**config.mk**
```make
export PLATFORM = sky130hd
export DESIGN_NAME = seg14_scroll_mux
export DESIGN_NICKNAME = d
export VERILOG_FILES = /design/src/rtl/seg14_pkg.sv /design/src/rtl/seg14_font.sv /design/src/rtl/seg14_scroll_mux.sv
export SDC_FILE = /design/constraint.sdc
export NUM_CORES = 1
export LEC_CHECK = 0
export CORE_ASPECT_RATIO = 2
export CORE_UTILIZATION = 60
export DETAILED_ROUTE_END_ITERATION = 7
export HOLD_SLACK_MARGIN = 0.1
export PLACE_DENSITY = 0.83
export SKIP_LAST_GASP = 1
export SLEW_MARGIN = 10
export SYNTH_ARGS = -nofsm -noshare
export SYNTH_HDL_FRONTEND = slang
export SYNTH_SLANG_ARGS = --single-unit
export TNS_END_PERCENT = 100
```
**constraint.sdc**
```tcl
create_clock -name clk -period 9.65 [get_ports clk]
set_clock_uncertainty 0.2 [all_clocks]
set_input_delay 1.93 -clock clk [delete_from_list [all_inputs] [get_ports clk]]
set_output_delay 1.93 -clock clk [all_outputs]
set_load 0.05 [all_outputs]
```
**src/rtl/seg14_pkg.sv**
```systemverilog
// Shared constants for the 14-segment display slice: character codes,
// segment bit positions and the glyph table used by seg14_font.
// Segment order in a glyph word, MSB first: a,b,c,d,e,f,g1,g2,h,i,j,k,l,m
// (h,i,j = upper diagonal/centre/diagonal, k,l,m = lower diagonal/centre/diagonal).
package seg14_pkg;

    // Character codes
    localparam logic [5:0] CHR_SPACE = 6'd0;
    localparam logic [5:0] CHR_A     = 6'd1;
    localparam logic [5:0] CHR_0     = 6'd27;

    // Segment bit positions inside a 14-bit glyph
    localparam int SEG_A  = 13;
    localparam int SEG_B  = 12;
    localparam int SEG_C  = 11;
    localparam int SEG_D  = 10;
    localparam int SEG_E  = 9;
    localparam int SEG_F  = 8;
    localparam int SEG_G1 = 7;
    localparam int SEG_G2 = 6;
    localparam int SEG_H  = 5;
    localparam int SEG_I  = 4;
    localparam int SEG_J  = 3;
    localparam int SEG_K  = 2;
    localparam int SEG_L  = 1;
    localparam int SEG_M  = 0;

    // Glyphs                                  abcdef g1g2 hijklm
    localparam logic [13:0] GLYPH_SPACE = 14'b00000000000000;
    localparam logic [13:0] GLYPH_A     = 14'b11101111000000;
    localparam logic [13:0] GLYPH_B     = 14'b11110001010010;
    localparam logic [13:0] GLYPH_C     = 14'b10011100000000;
    localparam logic [13:0] GLYPH_D     = 14'b11110000010010;
    localparam logic [13:0] GLYPH_E     = 14'b10011110000000;
    localparam logic [13:0] GLYPH_F     = 14'b10001110000000;
    localparam logic [13:0] GLYPH_G     = 14'b10111101000000;
    localparam logic [13:0] GLYPH_H     = 14'b01101111000000;
    localparam logic [13:0] GLYPH_I     = 14'b10010000010010;
    localparam logic [13:0] GLYPH_J     = 14'b01111000000000;
    localparam logic [13:0] GLYPH_K     = 14'b00001110001001;
    localparam logic [13:0] GLYPH_L     = 14'b00011100000000;
    localparam logic [13:0] GLYPH_M     = 14'b01101100101000;
    localparam logic [13:0] GLYPH_N     = 14'b01101100100001;
    localparam logic [13:0] GLYPH_O     = 14'b11111100000000;
    localparam logic [13:0] GLYPH_P     = 14'b11001111000000;
    localparam logic [13:0] GLYPH_Q     = 14'b11111100000001;
    localparam logic [13:0] GLYPH_R     = 14'b11001111000001;
    localparam logic [13:0] GLYPH_S     = 14'b10110111000000;
    localparam logic [13:0] GLYPH_T     = 14'b10000000010010;
    localparam logic [13:0] GLYPH_U     = 14'b01111100000000;
    localparam logic [13:0] GLYPH_V     = 14'b00001100001100;
    localparam logic [13:0] GLYPH_W     = 14'b01101100000101;
    localparam logic [13:0] GLYPH_X     = 14'b00000000101101;
    localparam logic [13:0] GLYPH_Y     = 14'b00000000101010;
    localparam logic [13:0] GLYPH_Z     = 14'b10010000001100;
    localparam logic [13:0] GLYPH_0     = 14'b11111100001100;
    localparam logic [13:0] GLYPH_1     = 14'b01100000001000;
    localparam logic [13:0] GLYPH_2     = 14'b11011011000000;
    localparam logic [13:0] GLYPH_3     = 14'b11110001000000;
    localparam logic [13:0] GLYPH_4     = 14'b01100111000000;
    localparam logic [13:0] GLYPH_5     = 14'b10110111000000;
    localparam logic [13:0] GLYPH_6     = 14'b10111111000000;
    localparam logic [13:0] GLYPH_7     = 14'b11100000000000;
    localparam logic [13:0] GLYPH_8     = 14'b11111111000000;
    localparam logic [13:0] GLYPH_9     = 14'b11110111000000;

endpackage

```
**src/rtl/seg14_font.sv**
```systemverilog
// Combinational character-code to 14-segment glyph lookup.
// Codes 37..63 are unassigned and render blank.
module seg14_font
    import seg14_pkg::*;
(
    input  logic [5:0]  code,
    output logic [13:0] glyph
);

    // Glyph table lookup
    always_comb begin
        glyph = GLYPH_SPACE;
        case (code)
            CHR_SPACE: glyph = GLYPH_SPACE;
            CHR_A:     glyph = GLYPH_A;
            6'd2:      glyph = GLYPH_B;
            6'd3:      glyph = GLYPH_C;
            6'd4:      glyph = GLYPH_D;
            6'd5:      glyph = GLYPH_E;
            6'd6:      glyph = GLYPH_F;
            6'd7:      glyph = GLYPH_G;
            6'd8:      glyph = GLYPH_H;
            6'd9:      glyph = GLYPH_I;
            6'd10:     glyph = GLYPH_J;
            6'd11:     glyph = GLYPH_K;
            6'd12:     glyph = GLYPH_L;
            6'd13:     glyph = GLYPH_M;
            6'd14:     glyph = GLYPH_N;
            6'd15:     glyph = GLYPH_O;
            6'd16:     glyph = GLYPH_P;
            6'd17:     glyph = GLYPH_Q;
            6'd18:     glyph = GLYPH_R;
            6'd19:     glyph = GLYPH_S;
            6'd20:     glyph = GLYPH_T;
            6'd21:     glyph = GLYPH_U;
            6'd22:     glyph = GLYPH_V;
            6'd23:     glyph = GLYPH_W;
            6'd24:     glyph = GLYPH_X;
            6'd25:     glyph = GLYPH_Y;
            6'd26:     glyph = GLYPH_Z;
            CHR_0:     glyph = GLYPH_0;
            6'd28:     glyph = GLYPH_1;
            6'd29:     glyph = GLYPH_2;
            6'd30:     glyph = GLYPH_3;
            6'd31:     glyph = GLYPH_4;
            6'd32:     glyph = GLYPH_5;
            6'd33:     glyph = GLYPH_6;
            6'd34:     glyph = GLYPH_7;
            6'd35:     glyph = GLYPH_8;
            6'd36:     glyph = GLYPH_9;
            default:   glyph = GLYPH_SPACE;
        endcase
    end

endmodule

```
**src/rtl/seg14_scroll_mux.sv**
```systemverilog
// Multiplexed 14-segment display driver with a writable message buffer and
// horizontal scrolling. One digit is driven per scan slot; the character for
// digit d is buf[(offset + d) mod MSG_LEN]. The offset only changes at a frame
// boundary, so a frame never mixes two offsets.
// Optional feature macro: SEG14_BLINK_EN (adds the blink input and phase bit).
module seg14_scroll_mux
    import seg14_pkg::*;
#(
    parameter int DIGITS        = 12,
    parameter int MSG_LEN       = 32,
    parameter int SCAN_DIV      = 1,
    parameter int SCROLL_FRAMES = 64
)(
    input  logic                       clk,
    input  logic                       rst,
    input  logic                       wr_en,
    input  logic [$clog2(MSG_LEN)-1:0] wr_addr,
    input  logic [5:0]                 wr_char,
    input  logic                       scroll_en,
    input  logic                       home,
`ifdef SEG14_BLINK_EN
    input  logic                       blink,
`endif
    output logic [DIGITS-1:0]          sel,
    output logic [13:0]                segm,
    output logic                       frame_start
);

    localparam int AW = $clog2(MSG_LEN);
    localparam int DW = $clog2(DIGITS);
    localparam int PW = (SCAN_DIV > 1) ? $clog2(SCAN_DIV) : 1;
    localparam int FW = (SCROLL_FRAMES > 1) ? $clog2(SCROLL_FRAMES) : 1;

    logic [5:0]        msg_mem [MSG_LEN];
    logic [DW-1:0]     d_reg;
    logic [PW-1:0]     presc_reg;
    logic [AW-1:0]     offset_reg;
    logic [FW-1:0]     frame_reg;
    logic [DIGITS-1:0] sel_reg, sel_next;
    logic [13:0]       segm_reg, segm_next;
    logic              frame_start_reg;
    logic              slot_end, frame_end, frame_wrap;
    logic [AW:0]       rd_sum;
    logic [AW-1:0]     rd_addr;
    logic [5:0]        rd_char;
    logic [13:0]       glyph;
    logic              blank;

    assign slot_end   = (presc_reg == PW'(SCAN_DIV - 1));
    assign frame_end  = slot_end && (d_reg == DW'(DIGITS - 1));
    assign frame_wrap = frame_end && (frame_reg == FW'(SCROLL_FRAMES - 1));

    // Message buffer: cleared by reset, out-of-range addresses dropped.
    // The read below is combinational, so a same-cycle write shows next read.
    always_ff @(posedge clk) begin
        if (rst) begin
            for (int i = 0; i < MSG_LEN; i++) begin
                msg_mem[i] <= CHR_SPACE;
            end
        end else if (wr_en && ({1'b0, wr_addr} < (AW+1)'(MSG_LEN))) begin
            msg_mem[wr_addr] <= wr_char;
        end
    end

    // Buffer index for the current digit; offset + d < 2*MSG_LEN, so one
    // conditional subtract is enough to wrap it.
    always_comb begin
        rd_sum  = {1'b0, offset_reg} + (AW+1)'(d_reg);
        rd_addr = rd_sum[AW-1:0];
        if (rd_sum >= (AW+1)'(MSG_LEN)) begin
            rd_addr = AW'(rd_sum - (AW+1)'(MSG_LEN));
        end
    end

    assign rd_char = msg_mem[rd_addr];

    seg14_font u_font (
        .code  (rd_char),
        .glyph (glyph)
    );

    // One-hot select decode of the scan index
    for (genvar gi = 0; gi < DIGITS; gi++) begin : g_sel
        assign sel_next[gi] = (d_reg == DW'(gi));
    end

`ifdef SEG14_BLINK_EN
    logic phase_reg;

    // Blink phase flips each time the frame counter wraps
    always_ff @(posedge clk) begin
        if (rst) begin
            phase_reg <= 1'b0;
        end else if (!home && frame_wrap) begin
            phase_reg <= ~phase_reg;
        end
    end

    assign blank = blink & phase_reg;
`else
    assign blank = 1'b0;
`endif

    // Segment pattern for the digit being driven
    always_comb begin
        segm_next = blank ? 14'd0 : glyph;
    end

    // Scan prescaler, digit index, frame counter and scroll offset
    always_ff @(posedge clk) begin
        if (rst) begin
            presc_reg  <= '0;
            d_reg      <= '0;
            frame_reg  <= '0;
            offset_reg <= '0;
        end else begin
            if (slot_end) begin
                presc_reg <= '0;
                d_reg     <= (d_reg == DW'(DIGITS - 1)) ? '0 : d_reg + DW'(1);
            end else begin
                presc_reg <= presc_reg + PW'(1);
            end

            if (home) begin
                offset_reg <= '0;
                frame_reg  <= '0;
            end else if (frame_wrap) begin
                frame_reg <= '0;
                if (scroll_en) begin
                    offset_reg <= (offset_reg == AW'(MSG_LEN - 1)) ? '0 : offset_reg + AW'(1);
                end
            end else if (frame_end) begin
                frame_reg <= frame_reg + FW'(1);
            end
        end
    end

    // Registered pad outputs
    always_ff @(posedge clk) begin
        if (rst) begin
            sel_reg         <= '0;
            segm_reg        <= '0;
            frame_start_reg <= 1'b0;
        end else begin
            sel_reg         <= sel_next;
            segm_reg        <= segm_next;
            frame_start_reg <= (d_reg == '0) && (presc_reg == '0);
        end
    end

    assign sel         = sel_reg;
    assign segm        = segm_reg;
    assign frame_start = frame_start_reg;

endmodule

```
==> impl_metrics.csv <==
group,metric,value,unit
yosys,yosysTopAreaCellShare,49.6,%
placed_design,gp_congestion,0.956,
power_and_ir_drop,power.density,185,nW/um^2
power_and_ir_drop,irDropWorstVdd,0.000156,V
global_routing,grt.overflow.total,0,
route,vias,7229,
setup_path,r2r_slack,4.58,ns
setup_path,worstRegToRegCells,15,
floorplanning,die_h,199,microns
route,drcViolationCount,0,
status,outcome,"completed",
clock_tree,cts_tree,"yes",
yosys,netlist_area,11600,sq um
clock_tree,clkSinkCount,235,
final_layout,ff_latch_area,6630,sq um
timing,rsz0062_at_grt,"false",
global_routing,track_usage,27.2,%
timing,max-slew-margin-rel,18.2,%
yosys,ys_top_cells_by_count,"and2_1, edfxtp_1, nor2_1",
timing,fin_crit_sh,52.6,%
final_layout,largest_reg_flops,192,
timing,fmax,197,MHz
global_routing,grt_max_degree,59,
clock_tree,cts_made_buffers,21,
floorplanning,initial_core_util,61.4,%
setup_path,crit_fanout,58,
yosys,synth-seq-cells,235,
timing,tightest_slew,1.22,ns
global_routing,antenna_found_initial,0,
setup_path,cp_data_arrival_time,5.29,ns
floorplanning,core,18900,sq um
floorplanning,die_area,20000,sq um
yosys,synthFlopType,"edfxtp_1",
yosys,ys_seq_area_share,57.0,%
yosys,syn_avg_cell_area,12.8,sq um
power_and_ir_drop,power.leakage,4.71,nW
yosys,synth_edf_count,192,
clock_tree,clockBufferDepth,3,
yosys,async_flop_share,0,%
yosys,yosys-top-cells-area,"edfxtp_1, and2_1, dfxtp_1, mux4_2, mux2i_1",
route,first_pass_iters,5,
clock_tree,cts_setup_buffers,0,
final_layout,syn2layout_area_growth,10.6,%
yosys,synth_warnings,0,
setup_path,cp-startpoint,"offset_reg[0]",
setup_path,path_class,"reg2reg",
placed_design,io_buffers,42,
route,drtIter0Drc,409,
final_layout,nNetsFinal,964,
route,avgRoutedWirePerCell,21.7,microns
clock_tree,postCtsHoldBufs,0,
setup_path,required,9.87,ns
clock_tree,clk_pin_slew_worst_paths,0.07,ns
floorplanning,die_w,100,microns
flow_run,max_cap_violations,0,
timing,slew_violations,0,
setup_path,cp-start-kind,"register",
clock_tree,clk_latency,0.50,ns
route,antenna_left,0,
floorplanning,io_pins,43,
floorplanning,rows,71,
setup_path,r2r_start,"offset_reg[0]",
yosys,synth_top_cell_by_area,"edfxtp_1",
route,via_per_inst,6.04,
route,routed_wl,25.9,mm
yosys,post-synth-top-count-cell,"and2_1",
final_layout,diodes,0,
yosys,syn_nets,942,
final_layout,drive_gt1_share,14.6,%
yosys,synthCells,907,
timing,final-hold-violation-count,0,
setup_path,cp-endpoint,"segm[13]",
clock_tree,cts_resized,0,
timing,setup_viol,0,
timing,whs,0.324,ns
global_routing,grt_pass1_vias,7586,
placed_design,hpwl,17.7,mm
final_layout,fillers,1362,
timing,finalCriticalPeriod,5.07,ns
timing,fin_setup_tns,0,ns
setup_path,end_kind,"register",
setup_path,r2r_end,"segm[13]",
clock_tree,clock_tree.root_cell,"clkbuf_16",
worst_hold_path,hp-class,"reg2reg",
yosys,synth_cell_type_count,74,
clock_tree,htreeDepth,1,
final_layout,multi_input_area,4660,sq um
global_routing,grt_pass1_wl,40.2,mm
==> cell type report <==
cell class                      count  share of cell area (%)
Sequential cell                   235                    51.5
Clock inverter                     13                    1.35
Tap cell                          255                    2.48
Inverter                           12                   0.350
Multi-Input combinational cell    605                    36.2
Timing Repair Buffer               54                    3.97
Clock buffer                       22                    4.12
==> cell usage in the layout (no fill, tap or decap), drive strengths merged, types with 18 or more instances in the layout <==
| master | count |
|---|---|
| nand2 | 34 |
| or2 | 36 |
| and2 | 194 |
| mux2i | 31 |
| nor2 | 71 |
| mux4 | 43 |
| nand3 | 25 |
| clkbuf | 22 |
| ha | 18 |
| dfxtp | 43 |
| edfxtp | 192 |
| clkdlybuf4s50 | 42 |
==> how the worst min path moves through the flow <==
stage                  start             to  slack, ns  depth (start not counted)
6_report       offset_reg[3]  offset_reg[3]       0.32                          2
5_1_grt        offset_reg[3]  offset_reg[3]       0.36                          2
4_1_cts        offset_reg[3]  offset_reg[3]       0.31                          2
3_5_place_dp   offset_reg[3]  offset_reg[3]       0.31                          2
3_3_place_gp    frame_reg[5]   frame_reg[5]       0.30                          2
2_1_floorplan  offset_reg[3]  offset_reg[3]       0.28                          2
==> routing by layer <==
layer	routed length, microns	track usage [%]
met5	0	0
met4	1690	17.0
met3	1040	3.02
met2	14500	52.6
met1	8640	26.8
==> stage by stage <==
step | utilization, % | cells | total power, mW | setup slack, ns | instance area (sq um)
floorplan | - | 907 | 1.43 | 5.45 | 11600
global placement | 64.2 | 1161 | 1.53 | 4.83 | 12200
detailed placement | 64.2 | 1161 | 1.53 | 4.76 | 12200
CTS | 68.0 | 1196 | 2.38 | 4.72 | 12900
global route | 68.0 | 1196 | 2.45 | 4.34 | 12900
finish | 68.0 | 1196 | 2.38 | 4.58 | 12900
==> critical path, cell delays in order, from the launching register on <==
cell and delay, ns:
dfxtp_1 0.43, ha_2 0.23, inv_1 0.05, fa_2 0.51, buf_4 0.68, mux4_2 0.43
mux2i_1 0.39, mux2i_1 0.16, mux2_4 0.39, inv_1 0.21, ha_1 0.43, inv_1 0.15
nand3_1 0.13, o21ai_0 0.09, a22o_1 0.23, a221oi_2 0.27
==> power breakdown <==
part	internal (mW)	total [mW]	switching, mW
Combinational	0.129	0.350	0.221
Clock	0.506	0.859	0.353
Sequential	1.15	1.17	0.0197
Total	1.79	2.38	0.594
==> kinds of logic (layout without fill, tap and decap cells) <==
group	Yosys count	in the layout	share of synthesized area (%)
flip-flops	235	235	57.0
buffers and inverters	67	101	2.99
AND/OR/NAND/NOR	409	409	19.8
other	1	1	0.0323
adder cells (fa/ha/maj)	19	19	2.11
multiplexers	78	78	11.7
AO/OA/AOI/OAI	88	88	5.53
XOR/XNOR	10	10	0.818
No activity file was read; power rests on OpenSTA's default activity.
